**src/rtl/sga_pkg.sv**
```systemverilog
// sga_pkg: shared types and constants for the snake game controller
package sga_pkg;
  typedef enum logic [1:0] {UP, DOWN, LEFT, RIGHT} dir_t;
  typedef enum logic [1:0] {IDLE, PLAY, OVER} state_t;
  localparam logic [3:0] POS_INIT   = 4'd5;
  localparam logic [3:0] APPLE_INIT = 4'd10;
  localparam logic [3:0] LFSR_SEED  = 4'b1001;
  localparam int         GRID_DIM   = 4;
endpackage

```
**src/rtl/sga_lfsr4.sv**
```systemverilog
// sga_lfsr4: free-running 4-bit Fibonacci LFSR, x^4+x^3+1, period 15
module sga_lfsr4
  import sga_pkg::*;
(
  input  logic       clock,
  input  logic       reset,
  output logic [3:0] value
);
  // shift left, feeding back the xor of the two top taps
  always_ff @(posedge clock)
    value <= reset ? LFSR_SEED : {value[2:0], value[3] ^ value[2]};
endmodule

```
**src/rtl/snake_step_ctrl.sv**
```systemverilog
// snake_step_ctrl: single-cell snake game state on a 4x4 grid, stepped by a tick counter
module snake_step_ctrl
  import sga_pkg::*;
#(
  parameter int STEP_CYCLES = 25_000_000,
  parameter int CNT_W       = 25
) (
  input  logic       clock,
  input  logic       reset,
  input  logic       start,
  input  logic       btn_up,
  input  logic       btn_down,
  input  logic       btn_left,
  input  logic       btn_right,
  output logic [3:0] position,
  output logic [3:0] apple,
  output logic [3:0] score,
  output logic       ate,
  output logic       playing,
  output logic       game_over
);
  state_t           state, state_n;
  dir_t             dir, dir_eff;
  logic [CNT_W-1:0] cnt;
  logic [3:0]       lfsr, head_n;
  logic [1:0]       row, col;
  logic             in_play, tick, wall, restart, eat;

  sga_lfsr4 u_lfsr (.clock(clock), .reset(reset), .value(lfsr));

  assign row = position[3:2];
  assign col = position[1:0];

  // direction choice, step tick, next head, wall/eat detection and next FSM state
  always_comb begin
    in_play = state == PLAY;
    dir_eff = btn_up ? UP : btn_down ? DOWN : btn_left ? LEFT : btn_right ? RIGHT : dir;
    tick    = in_play && cnt == CNT_W'(STEP_CYCLES - 1);
    wall    = (dir_eff == UP    && row == 2'd0) ||
              (dir_eff == DOWN  && row == 2'(GRID_DIM - 1)) ||
              (dir_eff == LEFT  && col == 2'd0) ||
              (dir_eff == RIGHT && col == 2'(GRID_DIM - 1));
    head_n  = dir_eff == UP   ? {row - 2'd1, col} :
              dir_eff == DOWN ? {row + 2'd1, col} :
              dir_eff == LEFT ? {row, col - 2'd1} : {row, col + 2'd1};
    restart = !in_play && start;
    eat     = tick && !wall && head_n == apple;
    state_n = (tick && wall) ? OVER : restart ? PLAY : state;
  end

  // state register with status flags decoded from the next state so they stay registered
  always_ff @(posedge clock) begin
    if (reset) begin
      state     <= IDLE;
      playing   <= 1'b0;
      game_over <= 1'b0;
    end else begin
      state     <= state_n;
      playing   <= state_n == PLAY;
      game_over <= state_n == OVER;
    end
  end

  // game datapath: counter, direction, head, apple relocation and score
  always_ff @(posedge clock) begin
    if (reset) begin
      position <= POS_INIT;
      apple    <= APPLE_INIT;
      score    <= 4'd0;
      ate      <= 1'b0;
      dir      <= RIGHT;
      cnt      <= '0;
    end else begin
      ate <= eat;
      if (restart) begin
        position <= POS_INIT;
        apple    <= APPLE_INIT;
        score    <= 4'd0;
        dir      <= RIGHT;
        cnt      <= '0;
      end else if (in_play) begin
        dir <= dir_eff;
        cnt <= tick ? '0 : cnt + CNT_W'(1);
        if (tick && !wall) position <= head_n;
        if (eat) begin
          score <= score == 4'd15 ? score : score + 4'd1;
          apple <= lfsr == head_n ? lfsr + 4'd1 : lfsr;
        end
      end
    end
  end
endmodule

```
**config.mk**
```make
export PLATFORM = sky130hd
export DESIGN_NAME = snake_step_ctrl
export DESIGN_NICKNAME = d
export VERILOG_FILES = /design/src/rtl/sga_pkg.sv /design/src/rtl/sga_lfsr4.sv /design/src/rtl/snake_step_ctrl.sv
export SDC_FILE = /design/constraint.sdc
export NUM_CORES = 1
export LEC_CHECK = 0
export ABC_AREA = 1
export CAP_MARGIN = 20
export CORE_UTILIZATION = 55
export DETAILED_ROUTE_END_ITERATION = 10
export HOLD_SLACK_MARGIN = 0.12
export PLACE_DENSITY = 0.76
export SYNTH_ARGS = -nofsm -noshare
export SYNTH_HDL_FRONTEND = slang
export SYNTH_SLANG_ARGS = --single-unit
```
**constraint.sdc**
```tcl
create_clock -name clock -period 2.05 [get_ports clock]
set_input_delay 0.3075 -clock clock [delete_from_list [all_inputs] [get_ports clock]]
set_output_delay 0.3075 -clock clock [all_outputs]
set_load 0.005 [all_outputs]
```
* Word-level counts from Yosys, hierarchy flattened
Index checks and enable logic that the tools add are counted.
** Word-level totals
- Output and inout port bits :: 15
- Register bits after elaboration :: 48
** Cells by class
- Reduce and logical (&&, ||, !) cells :: 21
- Muxes and demuxes :: 11
- Equality and inequality tests :: 12
- Bitwise operators :: 2
- Add/subtract/negate cells :: 7
** Operators by type and width (number)
- 25-bit by 1-bit adder with 25-bit output (second input constant) :: 1
- 25-bit equality test (second input constant) :: 1
- 25-bit 2-to-1 mux :: 1
- 2-bit 2-to-1 mux :: 7
- 4-bit 2-to-1 mux :: 3
- 2-bit equality test (second input constant) :: 5
- 1-bit logical AND :: 9
- 4-bit by 1-bit adder with 4-bit output (second input constant) :: 2
- 4-bit equality test :: 2
- 2-bit by 1-bit equality test with 1-bit output (second input constant) :: 3
- 2-bit zero test :: 3
- 2-bit by 1-bit adder with 2-bit output (second input constant) :: 2
- 4-bit equality test (second input constant) :: 1
- 2-bit AND reduction :: 2
- 2-bit by 1-bit subtractor with 2-bit output (second input constant) :: 2
- 1-bit logical OR :: 3
- 3-bit AND reduction :: 1
- 1-bit zero test :: 2
- 2-bit OR reduction :: 1
- 1-bit inverter :: 1
- 1-bit bitwise XOR :: 1

* Logic depth before layout (Yosys ltp)
Gate-level depths: netlist of the first run.
- Depth after elaboration :: 13
- Depth in mapped cells :: 16
- Gate-level depth less buffers :: 16

* Cells and area by module
From an unflattened synthesis of the first run, not the netlist that was laid out.
** Unflattened totals
- Cells, all modules :: 391
- Area total of the unflattened synthesis :: 2673.8 um2
** By module, submodules not included
- snake_step_ctrl :: instances 1, cells an instance 376, area an instance 2551.2 um2
- sga_lfsr4 :: instances 1, cells an instance 15, area an instance 122.6 um2

* Worst setup path before layout of the first run
Ideal clock, no wire load.
- Kind :: register to register
- Start point :: register cnt[0]
- End point :: register score[1]
- Data required time :: 1937 ps
- Arrival :: 1615 ps
- Stages on the path, launching flop included :: 13
- Path buffers :: 0
- Slack :: 322 ps
- Cell sequence :: dfxtp_1 > ha_1 > nand3_2 > nor2_4 > nand4_4 > nor2_8 > nand3_4 > nor2_2 > nand2_2 > nor2_8 > nand2_4 > nor2_1 > nor2_1
** Between the ends
- Longest elaborated chain between the ends :: 5
** RTL lines
- start, declared :: RTL line snake_step_ctrl.sv:24 : logic [CNT_W-1:0] cnt;
- start signal, assigned :: RTL line snake_step_ctrl.sv:83 : cnt <= tick ? '0 : cnt + CNT_W'(1);
- 25-bit equality test :: RTL line snake_step_ctrl.sv:38 : tick = in_play && cnt == CNT_W'(STEP_CYCLES - 1);
- 1-bit logical AND :: RTL line snake_step_ctrl.sv:38
- 1-bit logical AND (2 in a row) :: RTL line snake_step_ctrl.sv:47 : eat = tick && !wall && head_n == apple;
- 3-bit AND reduction (no source line)
- end signal, assigned :: RTL line snake_step_ctrl.sv:86 : score <= score == 4'd15 ? score : score + 4'd1;
- end, declared :: RTL line snake_step_ctrl.sv:17 : output logic [3:0] score,
No other way between the ends.
A chain may end at the register's enable or synchronous reset.

* Worst setup path after layout of the first run
- Start point :: register cnt[0]
- End point :: register cnt[22]
** Between the ends
- Longest elaborated chain between the ends :: 3
- Elaborated cells on any way between the ends :: 4
- Those cells by class :: 1 x add/sub; 1 x eq/ne; 1 x mux; 1 x reduce/logical
** RTL lines (RTL line)
- parallel branches: the longest is 2 deep, another holds 25-bit by 1-bit adder with 25-bit output
- 25-bit 2-to-1 mux (*) :: snake_step_ctrl.sv:83
Every way passes the cells marked *.

==> flow_summary_export.csv, run 1 <==
group,metric,value,unit
global_route,grt_pass1_wl,10600,um
cts,cts-root-buf,"clkbuf_8",
synth,synth.largest_area_cell,"dfxtp_1",
cts,cts.clk_slew.worst_paths,90,ps
worst_setup_path,cp_slowest_cell,"dfxtp_4",
synth,ys_top_cells_by_area,"dfxtp_1, nand2_1, inv_1, nand3_1, nor2_1",
timing,max_freq,506,MHz
cts,htreeDepth,2,
finish,nets,436,
timing,timing.hold.ws,451,ps
synth,synth-seq-area-share,35.0,%
synth,ys_ff_latch,48,
routing,drc,0,
die,start_util,57.7,%
die,rows,25,
synth,yosysUniqueCellTypes,39,
cts,clk_latency,310,ps
outcome,outcome,"finished clean",
worst_setup_path,reg2reg_from,"cnt[0]",
cts,cts_hold_buf,0,
synth,syn_avg_cell_area,7.09,um^2
die,die_h,72.6,um
worst_setup_path,startpoint,"cnt[0]",
pwr,p_leak,1.43,nW
worst_setup_path,crit_path_cell_trace,"ha_4 -> nand3_4 -> nor2_4 -> inv_2 -> nor2_4 -> nand2_4 -> nor2_4 -> nand4_1 -> nor3_4 -> nand2_1 -> nand2_1 -> nand2_1 -> nor2_1",
timing,final_max_slew_viol_count,0,
finish,multi_input_area,0.00160,mm^2
place,dpl-instance-area,0.00310,mm^2
finish,area_growth,20.4,%
hold_path,holdPathStages,2,
synth,synth_top_area_share,35.0,%
cts,clock_path_buffers,2,
timing,fin_skew,6.82,ps
routing,drt_pre_antenna_iters,4,
synth,ys_top_cells_by_count,"nand2_1, dfxtp_1, inv_1",
die,die_w,72.6,um
timing,period_share,96.4,%
finish,fill_cells,436,
synth,synthesis.area,0.00274,mm^2
finish,fin_area,0.00330,mm^2
hold_path,hold_path_class,"reg -> reg",
global_route,grt_max_degree,16,
die,coreArea,0.00475,mm^2
worst_setup_path,worstSetupStartpointType,"flop",
die,io-pin-count,22,
finish,drive_gt1_share,21.2,%
place,gp_congestion,0.926,
finish,ff_latch_area,971,um^2
synth,syn-num-nets,399,
synth,ys_async_sr_fraction,0,%
global_route,antenna_found_initial,0,
timing,slew_headroom,76.9,%
worst_setup_path,cp.required,2310,ps
place,io_buffers,21,
cts,cts_buffers,5,
pwr,worst_ir_drop_vdd,0.471,mV
worst_setup_path,cp_top_family,"simple AND/OR/NAND/NOR gates",
hold_path,hold_end,"cnt[21]",
timing,setup_slack,74.5,ps
worst_setup_path,r2r_end,"cnt[22]",
finish,antenna_cells,0,
hold_path,min_from,"cnt[21]",
place,detailed_place_hpwl,4740,um
routing,wl_per_cell,12.9,um
routing,drt-total-wl,6330,um
timing,rsz0062_at_grt,"true",
worst_setup_path,critPathBufInv,1,
job,cap_violations,0,
timing,hold_viol,0,
worst_setup_path,crit_arrival,2230,ps
timing,finalSetupViolCount,0,
worst_setup_path,cpPeakStageDelay,380,ps
timing,worst_slew_pin_slew,342,ps
timing,post-route-min-period,1980,ps
cts,cts.sinks,48,
worst_setup_path,cp_num_cells,13,
global_route,grt_overflow,0,
pwr,power_density,556,mW/mm^2
synth,synth.most_common_cell,"nand2_1",
worst_setup_path,ff2ff_setup_slack,70,ps
place,place_inst,482,
worst_setup_path,worstRegToRegCells,13,
routing,vias,2609,
cts,cts_tree,"built",
worst_setup_path,endpoint_kind,"flop",
routing,antenna_left,0,
routing,drtIter0Drc,107,
global_route,track_usage,26.2,%
synth,synth-edff-count,0,
worst_setup_path,critPathMaxFanout,3,
finish,final_cells,492,
die,die-area,0.00528,mm^2
routing,vias_per_cell,5.30,
synth,synth_top_flop_cell,"dfxtp_1",
worst_setup_path,path_class,"reg -> reg",
synth,synth_cells,387,
global_route,grt_pass1_vias,2319,
synth,synth_warnings,0,
place,dp_worst_setup_slack,-285,ps
-- flip-flops by register name, indices dropped and copies added (netlist names) --
register and count:
position 4, u_lfsr.value 4, playing 1, ate 1, state 2, dir 2
cnt 25, game_over 1, apple 4, score 4
-- stage by stage --
stage	setup TNS (ps)	total power [mW]	utilization [%]
floorplan	0	1.09	-
global placement	-1300	1.15	65.1
detailed placement	-2100	1.15	65.1
CTS	0	1.84	67.5
global route	-52.7	1.91	69.5
finish	0	1.84	69.5
-- timing repair --
item                                    CTS  global route
resized for setup                         0            22
buffers inserted                          0             2
endpoints found under the setup margin    0            12
-- layout make-up --
| cell class | count | area share, % |
|---|---|---|
| clock buffers | 5 | 2.08 |
| clock inverters | 3 | 1.29 |
| inverters | 62 | 7.04 |
| multi-input cells | 273 | 48.3 |
| flip-flops and latches | 48 | 29.4 |
| well taps | 67 | 2.54 |
| repair buffers | 34 | 9.39 |
-- where the power goes --
| part | total, mW | switching (mW) | internal, mW | leakage, nW |
|---|---|---|---|---|
| registers | 0.957 | 0.0129 | 0.944 | 0.391 |
| logic | 0.184 | 0.114 | 0.0693 | 0.986 |
| clock network | 0.697 | 0.336 | 0.361 | 0.0541 |
| total | 1.84 | 0.463 | 1.38 | 1.43 |
-- worst max path at each step --
stage,to,slack [ps]
CTS,cnt[22],4
detailed placement,apple[3],-290
floorplan,score[1],320
global route,cnt[22],-30
finish,cnt[22],70
global placement,apple[3],-210
-- metal layers --
| metal | share of wire (%) | track usage (%) |
|---|---|---|
| met5 | 0 | 0 |
| met4 | 1.1 | 11.1 |
| met1 | 49 | 36.7 |
| met3 | 4.5 | 4.14 |
| met2 | 45 | 39.9 |
-- tightest hold or removal path, stage by stage (launching register included) --
cell and delay (ps):
dfxtp_1 320, inv_1 50, a21oi_1 50
-- cell families after synthesis --
kind of cell	count (synthesis)	share of synthesized area (%)
compound gates	47	9.99
buf+inv	66	9.35
flops	48	35.0
simple gates	213	40.8
fa+ha+maj	5	2.28
xor+xnor	8	2.55
-- cell usage in the layout, fill, tap and decap left out, drive strengths merged, types with 2 or more instances in the layout --
cell type / count
o21ai: 15
or2: 2
nor2: 52
clkdlybuf4s50: 20
nand4: 17
o211ai: 2
nand3: 32
xor2: 7
a21oi: 23
nand2: 90
buf: 13
nor3: 15
inv: 62
ha: 5
nor3b: 2
dfxtp: 48
o21a: 2
clkbuf: 5
Note: power is estimated with default switching activity, not from simulation.
==> run 2, diff against run 1 <==
- MAX_ROUTING_LAYER: not set -> met4
- SYNTH_HIERARCHICAL: not set -> 1
- TNS_END_PERCENT: not set -> 10
==> flow_summary_export.csv, run 2 <==
group,metric,value,unit
synth,synth_xor_area_share,2.62,%
synth,synth_top_family_by_area,"simple AND/OR/NAND/NOR gates",
worst_setup_path,crit_path_cell_trace,"inv_1 -> ha_1 -> inv_1 -> nand4_1 -> buf_4 -> nand4_1 -> nand2_1 -> nor2_1 -> nand3_1 -> nand2_1 -> nand3_1 -> nand2_1 -> inv_1",
die,die_h,71.7,um
finish,largest_register_ffs,25,
routing,drt_pre_antenna_iters,5,
finish,nets,448,
finish,fill_cells,416,
worst_setup_path,worstSetupStartpointType,"flop",
finish,mostFrequentLayoutCells,"nand2_1, inv_1, dfxtp_1",
synth,synth-edff-count,0,
synth,synthSimpleGateAreaFrac,39.9,%
worst_setup_path,endpoint_kind,"flop",
timing,final_max_slew_viol_count,0,
timing,finalSetupViolCount,0,
pwr,power.share.clock,39.0,%
worst_setup_path,crit_arrival,2080,ps
global_route,grt_max_degree,16,
finish,antenna_cells,0,
hold_path,hold_path_class,"reg -> reg",
routing,antenna_left,0,
pwr,swShare,23.9,%
pwr,p_leak,1.42,nW
cts,clk_latency,300,ps
routing,drtIter0Drc,221,
global_route,antenna_found_initial,0,
timing,hold_viol,0,
synth,synth_top_area_share,35.9,%
cts,cts_buffers,5,
cts,htreeDepth,2,
pwr,power_density,573,mW/mm^2
synth,syn_avg_cell_area,6.84,um^2
global_route,track_usage,26.1,%
finish,mostFrequentLayoutCell,"nand2_1",
cts,cts.sinks,48,
worst_setup_path,ff2ff_setup_slack,180,ps
timing,tns,0,ps
worst_setup_path,critPathMaxFanout,4,
synth,yosysUniqueCellTypes,31,
finish,final_util,69.3,%
synth,synth-seq-area-share,35.9,%
timing,worst_slew_pin_slew,381,ps
global_route,grt_pass1_wl,10200,um
pwr,pwr-share-comb,9.6,%
worst_setup_path,critPathBufInv,4,
pwr,internal-power,1.42,mW
synth,synth.largest_area_cell,"dfxtp_1",
synth,ys_ff_latch,48,
synth,synth_warnings,6,
worst_setup_path,cp_top_family,"simple AND/OR/NAND/NOR gates",
synth,synthesis.area,0.00267,mm^2
synth,ys_top_cells_by_count,"nand2_1, inv_1, dfxtp_1",
cts,cts_tree,"built",
job,cap_violations,0,
cts,cts.clk_slew.worst_paths,90,ps
cts,cts_hold_buf,0,
die,start_util,57.0,%
routing,vias,2570,
cts,cts-root-buf,"clkbuf_8",
routing,vias_per_cell,5.23,
place,io_buffers,21,
die,die-area,0.00514,mm^2
place,gp_congestion,0.871,
timing,period_share,91.3,%
cts,clock_path_buffers,2,
synth,synth.mux.area_fraction,0,%
synth,synth_compound_area_share,10.3,%
timing,fin_skew,3.38,ps
die,coreArea,0.00469,mm^2
routing,wl_per_cell,12.4,um
die,die_w,71.7,um
timing,post-route-min-period,1870,ps
pwr,power_frac_seq,51.4,%
timing,slew_headroom,74.3,%
synth,syn-num-nets,403,
routing,drt-total-wl,6070,um
timing,max_freq,535,MHz
die,io-pin-count,22,
synth,ys_top_cells_by_area,"dfxtp_1, nand2_1, inv_1, nor2_1, nand3_1",
global_route,grt_overflow,0,
finish,area_growth,21.6,%
finish,regMostFlops,"cnt",
pwr,p_sw,0.446,mW
die,rows,25,
outcome,outcome,"finished clean",
timing,rsz0062_at_grt,"true",
synth,synth_top_flop_cell,"dfxtp_1",
pwr,power,1.86,mW
finish,drive_gt1_share,16.0,%
synth,synth-adder-area-share,2.34,%
routing,drc,0,
synth,synth.most_common_cell,"nand2_1",
synth,ys_async_sr_fraction,0,%
worst_setup_path,cp_slowest_cell,"dfxtp_2",
worst_setup_path,cpPeakStageDelay,360,ps
global_route,grt_pass1_vias,2261,
worst_setup_path,path_class,"reg -> reg",
synth,synth_cells,391,
pwr,worst_ir_drop_vdd,0.536,mV
worst_setup_path,cp.required,2260,ps
place,detailed_place_hpwl,4610,um
## run 2: changes by cell type after synthesis, moves of 3 or more
cell / before / now
nand2_2: 10 / 6
nand4_1: 16 / 12
inv_1: 45 / 55
nor2_1: 35 / 42
nor3_2: 3 / 7
o21ai_0: 10 / 15
a21oi_1: 22 / 25
inv_2: 17 / 3
nor2_2: 10 / 4
nand3_1: 27 / 30
nand2_1: 78 / 87
## run 2: kinds of logic after synthesis
group / after synthesis
buffers and inverters: 63
AO/OA/AOI/OAI: 50
adder cells (fa/ha/maj): 5
AND/OR/NAND/NOR: 217
XOR/XNOR: 8
flip-flops: 48
## run 2: per-layer routing
layer  GRT usage [%]  wire [um]  up-vias
li1                -          -     1359
met1            36.3       3030     1139
met2            39.0       2620       64
met3            3.94        332        8
met4            8.50         85        0
met5               -          0        -
## run 2: final timing paths
| kind | from | depth (start not counted) | to |
|---|---|---|---|
| hold reg to reg | dir[0] | 2 | dir[0] |
| setup / recovery | position[3] | 13 | apple[2] |
| setup reg to reg | position[3] | 13 | apple[2] |
| hold / removal | dir[0] | 2 | dir[0] |
## run 2: final cells by class
type	instances	area (um^2)	area share (%)
clock buffers	6	82.6	2.54
clock inverters	2	38.8	1.19
inverters	60	225	6.93
multi-input cells	280	1510	46.6
flip-flops and latches	48	962	29.6
well taps	54	67.6	2.08
repair buffers	41	360	11.1
## run 2: worst register-to-register path, stage by stage (launching register included)
cell and delay (ps):
dfxtp_2 360, inv_1 70, ha_1 300, inv_1 60, nand4_1 200, buf_4 200
nand4_1 80, nand2_1 70, nor2_1 90, nand3_1 110, nand2_1 90, nand3_1 70
nand2_1 60, inv_1 30
## run 2: stage by stage
stage	area [um^2]	cells	hold slack [ps]	setup slack (ps)
final	3250	491	485	179
after global routing	3250	491	527	-3.01
after CTS	3210	491	482	134
after detailed placement	3090	483	466	-162
after global placement	3090	483	431	-109
after floorplan	2670	391	379	380
## run 2: timing repair
action,CTS,global route
buffers inserted,0,0
endpoints found under the setup margin,0,11
resized for setup,0,11
## run 2: power by group through the flow
stage / sequential, mW / combinational (mW) / clock [mW]
2_1_floorplan: 0.976 / 0.102 / 0
3_3_place_gp: 0.979 / 0.166 / 0
3_5_place_dp: 0.979 / 0.169 / 0
4_1_cts: 0.958 / 0.171 / 0.740
5_1_grt: 0.960 / 0.199 / 0.777
6_report: 0.957 / 0.178 / 0.727
